$ cat config.mk
export PLATFORM = sky130hd
export DESIGN_NAME = lcd_bus_writer
export DESIGN_NICKNAME = d
export VERILOG_FILES = /design/src/rtl/lcd_bus_writer.sv
export SDC_FILE = /design/constraint.sdc
export NUM_CORES = 1
export LEC_CHECK = 0
export CORE_ASPECT_RATIO = 2
export CORE_MARGIN = 4
export CORE_UTILIZATION = 44
export DETAILED_ROUTE_END_ITERATION = 6
export GPL_TIMING_DRIVEN = 0
export PLACE_DENSITY = 0.64
export SLEW_MARGIN = 10
export SYNTH_ARGS = -nofsm -noshare
export SYNTH_HDL_FRONTEND = slang
export SYNTH_SLANG_ARGS = --single-unit
$ cat constraint.sdc
create_clock -name clk -period 7 [get_ports clk]
set_input_delay 1.05 -clock clk [delete_from_list [all_inputs] [get_ports clk]]
set_output_delay 1.05 -clock clk [all_outputs]
set_load 0.02 [all_outputs]
$ cat src/rtl/lcd_bus_writer.sv
// Write-only 8080-style parallel bus driver for ILI9341-class panels.
// Bytes queue as {dcx,data}; the FSM frames them with csx and strobes each one on wrx.
module lcd_bus_writer #(
  parameter int FIFO_DEPTH  = 4,
  parameter int WR_LOW_CYC  = 2,
  parameter int WR_HIGH_CYC = 2,
  parameter int CS_IDLE_CYC = 8
) (
  input  logic                          clk,
  input  logic                          rst,
  input  logic                          in_valid,
  input  logic [7:0]                    in_data,
  input  logic                          in_dcx,
  output logic                          in_ready,
  output logic [7:0]                    lcd_d,
  output logic                          lcd_dcx,
  output logic                          lcd_wrx,
  output logic                          lcd_csx,
  output logic                          lcd_rdx,
  output logic                          busy,
  output logic [$clog2(FIFO_DEPTH):0]   fifo_level
);

  localparam int PW      = $clog2(FIFO_DEPTH);
  localparam int LW      = PW + 1;
  localparam int MAX_LH  = (WR_LOW_CYC > WR_HIGH_CYC) ? WR_LOW_CYC : WR_HIGH_CYC;
  localparam int MAX_CYC = (MAX_LH > CS_IDLE_CYC) ? MAX_LH : CS_IDLE_CYC;
  localparam int CW      = $clog2(MAX_CYC + 1);

  localparam logic [CW-1:0] LOW_LAST  = CW'(WR_LOW_CYC - 1);
  localparam logic [CW-1:0] HIGH_LAST = CW'(WR_HIGH_CYC - 1);
  localparam logic [CW-1:0] HOLD_LAST = CW'(CS_IDLE_CYC - 1);
  localparam logic [LW-1:0] DEPTH     = LW'(FIFO_DEPTH);

  localparam logic [2:0] IDLE     = 3'd0;
  localparam logic [2:0] CS_SETUP = 3'd1;
  localparam logic [2:0] WR_LOW   = 3'd2;
  localparam logic [2:0] WR_HIGH  = 3'd3;
  localparam logic [2:0] CS_HOLD  = 3'd4;

  logic [8:0]    mem [FIFO_DEPTH];
  logic [PW-1:0] wr_ptr_reg;
  logic [PW-1:0] rd_ptr_reg;
  logic [LW-1:0] count_reg;
  logic          full;
  logic          empty;
  logic          push;
  logic          pop;

  logic [2:0]    state_reg;
  logic [2:0]    state_next;
  logic [CW-1:0] cnt_reg;
  logic [CW-1:0] cnt_next;
  logic          wrx_reg;
  logic          wrx_next;
  logic          csx_reg;
  logic          csx_next;
  logic [7:0]    d_reg;
  logic          dcx_reg;

  // Readiness comes from the registered count only, so a same-cycle pop never frees a full slot.
  assign full     = (count_reg == DEPTH);
  assign empty    = (count_reg == '0);
  assign in_ready = ~full & ~rst;
  assign push     = in_valid & in_ready;

  always_ff @(posedge clk) begin
    if (push) begin
      mem[wr_ptr_reg] <= {in_dcx, in_data};
    end
  end

  always_ff @(posedge clk or posedge rst) begin
    if (rst) begin
      wr_ptr_reg <= '0;
      rd_ptr_reg <= '0;
      count_reg  <= '0;
    end else begin
      if (push) begin
        wr_ptr_reg <= wr_ptr_reg + 1'b1;
      end
      if (pop) begin
        rd_ptr_reg <= rd_ptr_reg + 1'b1;
      end
      case ({push, pop})
        2'b10:   count_reg <= count_reg + LW'(1);
        2'b01:   count_reg <= count_reg - LW'(1);
        default: count_reg <= count_reg;
      endcase
    end
  end

  // Every move into WR_LOW pops the head; the data registers load on that same edge.
  always_comb begin
    state_next = state_reg;
    cnt_next   = cnt_reg;
    wrx_next   = wrx_reg;
    csx_next   = csx_reg;
    pop        = 1'b0;
    case (state_reg)
      IDLE: begin
        csx_next = 1'b1;
        wrx_next = 1'b1;
        cnt_next = '0;
        if (!empty) begin
          state_next = CS_SETUP;
          csx_next   = 1'b0;
        end
      end
      CS_SETUP: begin
        state_next = WR_LOW;
        pop        = 1'b1;
        wrx_next   = 1'b0;
        cnt_next   = '0;
      end
      WR_LOW: begin
        if (cnt_reg == LOW_LAST) begin
          state_next = WR_HIGH;
          wrx_next   = 1'b1;
          cnt_next   = '0;
        end else begin
          cnt_next = cnt_reg + 1'b1;
        end
      end
      WR_HIGH: begin
        if (cnt_reg == HIGH_LAST) begin
          cnt_next = '0;
          if (!empty) begin
            state_next = WR_LOW;
            pop        = 1'b1;
            wrx_next   = 1'b0;
          end else begin
            state_next = CS_HOLD;
          end
        end else begin
          cnt_next = cnt_reg + 1'b1;
        end
      end
      CS_HOLD: begin
        if (!empty) begin
          state_next = WR_LOW;
          pop        = 1'b1;
          wrx_next   = 1'b0;
          cnt_next   = '0;
        end else if (cnt_reg == HOLD_LAST) begin
          state_next = IDLE;
          csx_next   = 1'b1;
          cnt_next   = '0;
        end else begin
          cnt_next = cnt_reg + 1'b1;
        end
      end
      default: begin
        state_next = IDLE;
        csx_next   = 1'b1;
        wrx_next   = 1'b1;
        cnt_next   = '0;
      end
    endcase
  end

  always_ff @(posedge clk or posedge rst) begin
    if (rst) begin
      state_reg <= IDLE;
      cnt_reg   <= '0;
      wrx_reg   <= 1'b1;
      csx_reg   <= 1'b1;
      d_reg     <= 8'h00;
      dcx_reg   <= 1'b1;
    end else begin
      state_reg <= state_next;
      cnt_reg   <= cnt_next;
      wrx_reg   <= wrx_next;
      csx_reg   <= csx_next;
      if (pop) begin
        d_reg   <= mem[rd_ptr_reg][7:0];
        dcx_reg <= mem[rd_ptr_reg][8];
      end
    end
  end

  assign lcd_d      = d_reg;
  assign lcd_dcx    = dcx_reg;
  assign lcd_wrx    = wrx_reg;
  assign lcd_csx    = csx_reg;
  assign lcd_rdx    = 1'b1;
  assign fifo_level = count_reg;
  assign busy       = (state_reg != IDLE) | ~empty;

endmodule
==> results by group <==
Yosys
  – Seq/Total Area, Yosys: 65.53%
  – Synthesized cell area: 2610 um2
  – Largest area contributor in the netlist: edfxtp_1
  – Asr flop ratio synth: approximately two fifths
  – Post-Syn Nets: 179
  – Syn Inst Count: 159
  – Synth Warn #: 0
  – Avg Inst Size Synth: 16.42 um2
  – Top-area cell type share of the netlist area: 41.42%
  – Number of synthesized register bits: 61
  – Cell variety after synth: 41
  – Area contributors post-synth: edfxtp_1 (41%), dfrtp_1 (21%), mux4_2 (7.8%)
  – Top_reg_cell synth: edfxtp_1
  – EDFF count, synth: 36

Cells and area
  – Most common cell after layout, fill and taps aside: edfxtp_1
  – Final Net Count: 217
  – Register area: 1710 um2
  – Max reg flops: 36
  – Area growth from synthesis to layout: 25.36%
  – Multi-input logic area: 814.5 um2
  – Share of cells above drive strength 1: roughly a quarter
  – Most frequent cells in the layout: edfxtp_1 (36), clkdlybuf4s50_1 (27), dfrtp_1 (22)
  – Finished Core Util: a little under three fifths
  – Final cell count without fillers: 263
  – Filler cells: 474
  – Fin area: 3272 um2
  – N_diodes: 0

Drt
  – Drt total wl: 4781 um
  – # DRC: 0
  – WL per Instance: 18.18 um
  – Antenna viol nets, final: 0
  – Drt first-iter violations: 90
  – Drt first pass iters: 4
  – Routed vias/inst: 5.460
  – Total number of vias: between 1000 and 1500

Floorplan
  – Starting Density: 45.33%
  – Core ar.: 5758 um2
  – Die width: 62.46 um
  – Io pins: 29
  – Die Ht: 116.9 um
  – Total die area: 7303 um2
  – Num rows: 39

Global routing
  – Gr usage total: between 10 and 15%
  – Gr ovfl total: 0
  – Vias in the first global route: 1610
  – Initial antenna violation count: 0
  – First-pass GRT wire length: 7900 um
  – Pin count of the biggest net entering global routing: 26

Place
  – Dpl cells: 247
  – DP Area: ~3000 um2
  – Port Buffers: 27
  – DP HPWL: 3489 um
  – RePlAce Congestion: 0.7549

Setup path
  – Stages on worst setup path: 3
  – CP arrival: 2.52 ns
  – Worst path required time: 5.95 ns
  – Slowest cell on the critical path: clkdlybuf4s50_1
  – CP Capture Type: primary output
  – Worst path buffer plus inverter count: 2
  – CP cell instances: clkdlybuf4s50_1, a31oi_1, clkdlybuf4s50_1
  – Startpoint types: input port
  – CP Class: in2out
  – CP top delay family: buffers and inverters
  – Reg2reg path depth: 13
  – Critical Path Most Common Cell: clkdlybuf4s50_1
  – CP peak stage delay: between 0.6 and 0.7 ns
  – Crit-path max FO: 6

Worst hold path
  – WHS Path Cells: 1
  – Hold Path Class: reg2reg

Power
  – Switching share of power: 29.81%
  – Clock power share: 30.1%
  – Sequential share of power: 36.4%
  – VDD IR max: 0.2874 mV
  – Sw Pwr: 449.0 uW
  – Comb pwr share: between 30% and 40%
  – P_leak: 0.001291 uW
  – Power per cell area: 460.3 nW/um2
  – Internal Power: about 1100 uW

Timing
  – Final Skew: 0.007143 ns
  – Final hold violation count: 0
  – Actual slew at the worst max-slew pin: 0.9460 ns
  – Max Clk Rate: ~280 MHz
  – Worst Hold Margin: 0.4958 ns
  – Tmin final: 3.574 ns
  – TNS Setup: 0 ns
  – Final setup viols: 0
  – Relative slew slack: 36.86%
  – Crit share post-route: 51.05%
  – Pins Over Slew Limit: 0
  – RSZ-0062 raised after global routing: false

Clock network
  – Post-cts resize count: 0
  – CTS clk-pin slew, worst paths: 0.05 ns
  – Cts hold-fix bufs: 0
  – Skew-Pair Late Insertion Delay: 0.32 ns
  – CTS tree: done
  – Postcts setup bufs: 0
  – Sink Count: between 60 and 70
  – Num CTS Buffers: 9
  – CTS root buf: clkbuf_16
  – H-tree levels: 3
  – Deepest clock path buffer count: 2

Run status
  – Outcome: complete, no violations

Flow run
  – Max-cap violations: 0
cell usage after synthesis, drive strengths merged, types with 2 or more instances:
| master | number |
|---|---|
| edfxtp | 36 |
| dfrtp | 22 |
| inv | 12 |
| mux2 | 10 |
| mux4 | 9 |
| nor2 | 8 |
| and3 | 7 |
| ha | 7 |
| buf | 4 |
| nor3 | 4 |
| xnor2 | 4 |
| xor2 | 4 |
| a21oi | 3 |
| dfstp | 3 |
| nand3 | 3 |
| clkbuf | 2 |
| nand2 | 2 |
| o21ai | 2 |
layout make-up:
| class | count | share of cell area [%] |
|---|---|---|
| flip-flops and latches | 61 | 52.28 |
| inverters | 12 | 1.377 |
| multi-input cells | 80 | 24.89 |
| plain buffers | 6 | 1.224 |
| clock buffers | 9 | 6.883 |
| repair buffers | 27 | 8.260 |
| well taps | 61 | 2.333 |
| clock inverters | 7 | 2.753 |
metal layers:
metal	routed length, um	part of all wire [%]	up-vias	GRT usage [%]
li1	-	-	660	-
met1	1713	36	740	14.51
met2	2770	58	27	27.18
met3	162	3.4	9	3.629
met4	133	2.8	0	8.260
met5	0	0	-	0
path summary, 6_finish.rpt:
| kind | start | slack [ns] | endpoint |
|---|---|---|---|
| worst max-delay path | rst | 3.43 | in_ready |
| worst min-delay path | cnt_reg[0]$_DFF_PP0_ | 0.50 | cnt_reg[0]$_DFF_PP0_ |
| worst max register to register | cnt_reg[1]$_DFF_PP0_ | 4.33 | fifo_level[2]$_DFFE_PP0P_ |
| worst min register to register | cnt_reg[0]$_DFF_PP0_ | 0.50 | cnt_reg[0]$_DFF_PP0_ |
| max in group asynchronous | rst | 5.13 | state_reg[0]$_DFFE_PP0P_ |
| min in group asynchronous | rst | 1.30 | wr_ptr_reg[1]$_DFFE_PP0P_ |
power by group through the flow:
| stage | sequential [uW] | combinational, uW | clock, uW |
|---|---|---|---|
| global route | 560 | 549 | 483 |
| CTS | 549 | 515 | 466 |
| detailed placement | 555 | 511 | 0 |
| global placement | 545 | 484 | 0 |
| floorplan | 590 | 294 | 0 |
| finish | 548 | 504 | 453 |
cells by family (layout without fill, tap and decap cells):
group                      Yosys count  in the layout  share of synthesized area, %
xor gates and xnor gates             8              8                         2.684
and+or+nand+nor                     29             29                         6.712
buffers and inverters               18             61                         3.259
DFF                                 61             61                         65.53
AOI/OAI and AO/OA                   14             14                         3.931
adders and majority gates            8              8                         4.123
muxes                               20             20                         13.61
other                                1              1                        0.1437
stage by stage:
stage | total power, uW | setup WS (ns)
after CTS | 1530 | 3.424
after global placement | 1029 | 3.486
after detailed placement | 1066 | 3.420
after floorplan | 883.8 | 4.250
final | 1506 | 3.426
after global routing | 1592 | 3.353
Note: power is estimated with default switching activity, not from simulation.
